### config.mk
export PLATFORM = sky130hd
export DESIGN_NAME = pipeline_hazard_ctrl
export DESIGN_NICKNAME = d
export VERILOG_FILES = /design/src/rtl/pipeline_hazard_ctrl.sv
export SDC_FILE = /design/constraint.sdc
export NUM_CORES = 1
export LEC_CHECK = 0
export CORE_AREA = 2 2 82 84
export CTS_BUF_LIST = sky130_fd_sc_hd__clkbuf_8
export DETAILED_ROUTE_END_ITERATION = 16
export DIE_AREA = 0 0 84 86
export PLACE_DENSITY_LB_ADDON = 0.05
export SYNTH_ARGS = -nofsm -noshare
export SYNTH_HDL_FRONTEND = slang
export SYNTH_SLANG_ARGS = --single-unit
### constraint.sdc
create_clock -name clk -period 3.1 [get_ports clk]
set_input_delay 0.62 -clock clk [delete_from_list [all_inputs] [get_ports clk]]
set_output_delay 0.62 -clock clk [all_outputs]
set_load 0.02 [all_outputs]
### src/rtl/pipeline_hazard_ctrl.sv
`default_nettype none
// ============================================================================
//  Module      : pipeline_hazard_ctrl
//  Description : Hazard/flush/freeze sequencer for the 5-stage core with
//                saturating performance counters and a sticky mem timeout.
//  Revision    : 1.0 - initial release
// ============================================================================
module pipeline_hazard_ctrl #(
    parameter int REG_ADDR_W  = 4,
    parameter int CNT_W       = 16,
    parameter int MEM_TIMEOUT = 1023
) (
    input  logic                  clk,
    input  logic                  rst,
    input  logic                  two_src,
    input  logic                  ignore_hazard,
    input  logic [REG_ADDR_W-1:0] src1,
    input  logic [REG_ADDR_W-1:0] src2,
    input  logic                  exe_wb_en,
    input  logic [REG_ADDR_W-1:0] exe_dest,
    input  logic                  exe_mem_read,
    input  logic                  mem_wb_en,
    input  logic [REG_ADDR_W-1:0] mem_dest,
    input  logic                  forward_en,
    input  logic                  branch_taken,
    input  logic                  mem_req,
    input  logic                  mem_ready,
    input  logic                  clear_stats,
    output logic                  hazard,
    output logic                  flush,
    output logic                  freeze_all,
    output logic                  timeout_err,
    output logic [CNT_W-1:0]      stall_cycles,
    output logic [CNT_W-1:0]      flush_events,
    output logic [CNT_W-1:0]      mem_wait_cycles
);

    localparam int                  c_WAIT_W   = (MEM_TIMEOUT < 2) ? 1 : $clog2(MEM_TIMEOUT + 1);
    localparam logic [c_WAIT_W-1:0] c_WAIT_MAX = c_WAIT_W'(MEM_TIMEOUT);

    localparam logic [0:0] c_ST_RUN      = 1'b0;
    localparam logic [0:0] c_ST_MEM_WAIT = 1'b1;

    logic [0:0]          r_state;
    logic [0:0]          w_state_nxt;
    logic [c_WAIT_W-1:0] r_wait_cnt;
    logic [c_WAIT_W-1:0] w_wait_nxt;
    logic                r_timeout_err;
    logic [CNT_W-1:0]    r_stall_cnt;
    logic [CNT_W-1:0]    r_flush_cnt;
    logic [CNT_W-1:0]    r_memw_cnt;
    logic                w_match1;
    logic                w_match2;
    logic                w_raw;
    logic                w_freeze;
    logic                w_flush;
    logic                w_hazard;

    function automatic logic [CNT_W-1:0] sat_inc(input logic [CNT_W-1:0] v, input logic en);
        return (en && (v != '1)) ? v + 1'b1 : v;
    endfunction

    // With forwarding only a load in EXE can still stall the consumer.
    always_comb begin
        w_match1 = (exe_wb_en && (src1 == exe_dest)) || (mem_wb_en && (src1 == mem_dest));
        w_match2 = (exe_wb_en && (src2 == exe_dest)) || (mem_wb_en && (src2 == mem_dest));
        w_raw    = 1'b0;
        if (!ignore_hazard) begin
            if (forward_en) begin
                w_raw = exe_mem_read && exe_wb_en &&
                        ((src1 == exe_dest) || (two_src && (src2 == exe_dest)));
            end else begin
                w_raw = w_match1 || (two_src && w_match2);
            end
        end
    end

    always_ff @(posedge clk) begin
        if (rst) begin
            r_state <= c_ST_RUN;
        end else begin
            r_state <= w_state_nxt;
        end
    end

    always_comb begin
        w_state_nxt = r_state;
        w_freeze    = 1'b0;
        w_wait_nxt  = '0;
        if (r_state == c_ST_RUN) begin
            if (mem_req && !mem_ready) begin
                w_freeze    = 1'b1;
                w_state_nxt = c_ST_MEM_WAIT;
            end
        end else begin
            if (mem_ready) begin
                w_state_nxt = c_ST_RUN;
            end else begin
                w_freeze   = 1'b1;
                w_wait_nxt = (r_wait_cnt == c_WAIT_MAX) ? r_wait_cnt : r_wait_cnt + 1'b1;
            end
        end
        if (rst) begin
            w_freeze = 1'b0;
        end
        // A branch seen during a freeze simply waits in EXE for release.
        w_flush  = !rst && branch_taken && !w_freeze;
        w_hazard = !rst && w_raw && !branch_taken && !w_freeze;
    end

    always_ff @(posedge clk) begin
        if (rst) begin
            r_wait_cnt    <= '0;
            r_timeout_err <= 1'b0;
            r_stall_cnt   <= '0;
            r_flush_cnt   <= '0;
            r_memw_cnt    <= '0;
        end else begin
            r_wait_cnt <= w_wait_nxt;
            if (w_wait_nxt == c_WAIT_MAX) begin
                r_timeout_err <= 1'b1;
            end
            if (clear_stats) begin
                r_stall_cnt <= '0;
                r_flush_cnt <= '0;
                r_memw_cnt  <= '0;
            end else begin
                r_stall_cnt <= sat_inc(r_stall_cnt, w_hazard);
                r_flush_cnt <= sat_inc(r_flush_cnt, w_flush);
                r_memw_cnt  <= sat_inc(r_memw_cnt, w_freeze);
            end
        end
    end

    assign hazard          = w_hazard;
    assign flush           = w_flush;
    assign freeze_all      = w_freeze;
    assign timeout_err     = r_timeout_err;
    assign stall_cycles    = r_stall_cnt;
    assign flush_events    = r_flush_cnt;
    assign mem_wait_cycles = r_memw_cnt;

endmodule
`default_nettype wire

Word level (Yosys, flattened, before mapping). Cells that the tools add are included.

$add $sub $neg: 4. Equal/unequal tests: 9. Mux-type cells: 9. Reductions and logical operators: 26.

Operators by type and width (count): 16-bit by 1-bit adder with 16-bit output (second input constant) (3); 16-bit != test (second input constant) (3); 10-bit two-way mux (3); 10-bit == test (second input constant) (2); 1-bit logical AND (17); 4-bit == test (4); 10-bit by 1-bit adder with 10-bit output (second input constant) (1); 1-bit two-way mux (6); 1-bit logical NOT (4); 1-bit logical OR (4); 2-bit OR reduction (1).

Register bits: 60. Input bits: 28. Output and inout bits: 52. Logic and storage cells: 54.

Longest topological paths before layout.
Word-level depth: 11. Mapped depth: 9. Gate-level depth less buffers: 7.

Worst setup path after synthesis. No wires, ideal clock.

Path type: input-to-output. Start point: input src1[1]. End point: output hazard. Data arrival time: 1.417 ns. Required time: 2.480 ns. Setup slack: 1.063 ns. Stages on the path: 5. Buffers on the path: 0. Cell sequence: xnor2_1 -> nand4_1 -> o22ai_1 -> nor2_1 -> nor2_1.

Word-level cells in the longest chain between the ends: 9.

RTL lines: start, declared (line 17) `input logic [REG_ADDR_W-1:0] src1,`; 4-bit == test (on tied branches) (line 65, 71); 1-bit logical AND (line 65) `w_match1 = (exe_wb_en && (src1 == exe_dest)) || (mem_wb_en && (src1 == mem_dest));`; 1-bit logical OR (line 65); 1-bit logical OR (line 73) `w_raw = w_match1 || (two_src && w_match2);`; 1-bit two-way mux * (line 69) `if (forward_en) begin`; 1-bit two-way mux * (line 68) `if (!ignore_hazard) begin`; 1-bit logical AND * (3 in a row) (line 108) `w_hazard = !rst && w_raw && !branch_taken && !w_freeze;`; end, declared (line 29) `output logic hazard,`.

Every way passes the cells marked *; elsewhere a longest branch is shown, timed or not.

Final worst setup path.
Start point: input mem_ready. End point: output freeze_all.

Word-level cells in the longest chain between the ends: 5.

RTL lines: start, declared (line 27) `input logic mem_ready,`; 1-bit logical NOT (line 91) `if (mem_req && !mem_ready) begin`; 1-bit logical AND (line 91); 1-bit two-way mux (line 91); 1-bit two-way mux * (line 90) `if (r_state == c_ST_RUN) begin`; 1-bit two-way mux * (line 103) `if (rst) begin`; end, declared (line 31) `output logic freeze_all,`.

Marked as above.

==> impl_metrics.env <==
export IMPL_syn_inst=370
export IMPL_cts_root_buffer_cell="clkbuf_8"
export IMPL_drt_iter0_drc=126
export IMPL_p_per_area_mw_per_mm2=386
export IMPL_cpMostUsedCell="clkdlybuf4s50_1"
export IMPL_antenna_found_initial=0
export IMPL_dr_pass1_iters=4
export IMPL_cts_tree="done"
export IMPL_cp_arrival_ns=2.23
export IMPL_tightest_slew_ns=0.936
export IMPL_drtAntennaViolNets=0
export IMPL_post_cts_resized=0
export IMPL_grt_max_degree=32
export IMPL_clkTransAtPathRegs_ns=0.06
export IMPL_die_area_mm2=0.00722
export IMPL_cts_sinks=60
export IMPL_n_antenna_cell=0
export IMPL_cp_end_kind="output pin"
export IMPL_synthesis_area_mm2=0.00307
export IMPL_finalSetupViolCount=0
export IMPL_clk_latency_ns=0.34
export IMPL_fin_tns_setup_ns=0
export IMPL_die_w_um=84
export IMPL_yosys_warnings=0
export IMPL_die_y_um=86
export IMPL_fin_crit_ns=2.85
export IMPL_grt_overflow_total=0
export IMPL_ys_ff_latch=60
export IMPL_drcViolationCount=0
export IMPL_avgSynthCellArea_um2=8.30
export IMPL_wl_um=7180
export IMPL_synth_cell_types=42
export IMPL_worstPathBufferInverterCount=3
export IMPL_grt_pass1_wl_um=12100
export IMPL_viasPerCell=5.40
export IMPL_ir_worst_vdd_v=0.000246
export IMPL_hold_violations=0
export IMPL_setup_ws_ns=0.247
export IMPL_final_nets=485
export IMPL_fin_skew_ns=0.00839
export IMPL_cts_buffers=9
export IMPL_slew_headroom_pct=37.6
export IMPL_numPortBuffers=79
export IMPL_area_delta_synth_final_pct=35.1
export IMPL_clk_path_buf_depth=2
export IMPL_crit_fanout=3
export IMPL_layout_worst_path_cycle_share_pct=92.0
export IMPL_crit_chain="clkdlybuf4s50_1 -> o21bai_1 -> nand2b_1 -> inv_1 -> clkdlybuf4s50_1"
export IMPL_cpMaxStageDelayCell="clkdlybuf4s50_1"
export IMPL_gp_congestion=0.811
export IMPL_first_global_vias=2636
export IMPL_rows=29
export IMPL_synth_flop_cell="dfxtp_1"
export IMPL_synth_seq_area_share_pct=39.1
export IMPL_rsz0062_at_grt="false"
export IMPL_io_pins=80
export IMPL_syn_nets=402
export IMPL_max_freq_ghz=0.350
export IMPL_power_static_leakage_nw=1.38
export IMPL_hold_buffers=0
export IMPL_hpwlAfterDp_um=5180
export IMPL_wl_per_cell_um=13.4
export IMPL_slew_viol_final=0
export IMPL_crit_family="buffers and inverters"
export IMPL_core_area_mm2=0.00628
export IMPL_start_util_pct=48.9
export IMPL_critical_path_max_stage_delay_ns=0.62
export IMPL_gr_usage_all_layers_pct=20.4
export IMPL_num_vias=2882
export IMPL_synth_edf_count=0
export IMPL_htreeDepth=3
export IMPL_status="finished clean"
export IMPL_critPathRequiredTime_ns=2.48
export IMPL_async_flop_share_pct=0
export IMPL_cts_setup_buffers=0
export IMPL_critPathLaunchType="input pin"
export IMPL_hp_class="reg2reg"
export IMPL_drive_gt1_share_pct=5.69
export IMPL_cap_violations=0
export IMPL_pre_cts_slack_ns=0.0953
export IMPL_crit_type="in2out"
export IMPL_rrSetupSlack_ns=1.04
[where the power goes]
group	internal, mW	switching (mW)
clock network	0.427	0.291
logic	0.0595	0.0495
registers	0.773	0.00194
[worst paths after layout]
kind / start / endpoint / cells past startpoint
worst max-delay path: mem_ready / freeze_all / 5
worst min-delay path: timeout_err / timeout_err / 1
worst max register to register: stall_cycles[0] / stall_cycles[5] / 6
worst min register to register: timeout_err / timeout_err / 1
[cell usage in the layout, fill, tap and decap left out, types with 5 or more instances in the layout]
cell type        instances
or3_1                   12
dfxtp_1                 60
o21ai_0                 19
nand2_1                 27
xnor2_1                 22
and3_1                   9
xor2_1                  27
nand4_1                 17
buf_4                    6
and4_1                   5
clkbuf_8                12
inv_1                   12
nor2_1                  48
nand3_1                 30
clkdlybuf4s50_1         78
a21oi_1                 20
[registers in the layout, summed over array words and instances, names as in the netlist]
name / cells
stall_cycles: 16
flush_events: 16
timeout_err: 1
r_wait_cnt: 10
r_state: 1
mem_wait_cycles: 16
[worst reg2reg max path, stage by stage (launching register included)]
cell     delay, ns
dfxtp_1       0.37
ha_1          0.27
and3_4        0.21
a31oi_4       0.15
o21ai_2       0.28
or4_1         0.56
a21oi_1       0.15
[synth_stat cells (5+ instances only)]
master / n / share of area [%]
dfxtp_1: 60 / 39
nor2_1: 48 / 5.9
nand3_1: 30 / 4.9
nand2_1: 27 / 3.3
xor2_1: 27 / 7.7
xnor2_1: 22 / 6.3
a21oi_1: 20 / 3.3
o21ai_0: 19 / 3.1
nand4_1: 17 / 3.5
or3_1: 12 / 2.4
inv_1: 10 / 1.2
and3_1: 9 / 1.8
clkbuf_1: 9 / 1.1
and4_1: 5 / 1.4
[routing by layer]
metal  GRT usage, %  vias up  wire length, um
met4           8.36        0              114
met2           31.5       80             3200
met1           27.5     1317             3550
met5              0        -                0
li1               -     1474                -
met3           4.81       11              313
[cell families after synthesis]
group           after synthesis  share of synthesized area (%)
mux                           4                           1.30
simple gates                170                           28.3
flops                        60                           39.1
compound gates               60                           12.5
fa+ha+maj                     4                           1.63
xor+xnor                     49                           14.0
buf+inv                      23                           3.18
[through the flow]
| step | cells | utilization, % | instance area, um^2 | hold WS [ns] | total power, mW |
|---|---|---|---|---|---|
| 2_1_floorplan | 370 | - | 3070 | 0.467 | 0.842 |
| 3_3_place_gp | 519 | 62.8 | 3940 | 0.465 | 0.900 |
| 3_5_place_dp | 519 | 62.8 | 3940 | 0.473 | 0.901 |
| 4_1_cts | 534 | 66.1 | 4150 | 0.487 | 1.62 |
| 5_1_grt | 534 | 66.1 | 4150 | 0.524 | 1.66 |
| 6_report | 534 | 66.1 | 4150 | 0.484 | 1.60 |
[cell type report]
class	instances	area [um^2]
Fill cell	548	2130
Multi-Input combinational cell	287	1770
Sequential cell	60	1200
Timing Repair Buffer	85	838
Clock buffer	12	165
Tap cell	77	96.3
Clock inverter	3	37.5
Inverter	10	37.5
No activity file was read; power rests on OpenSTA's default activity.
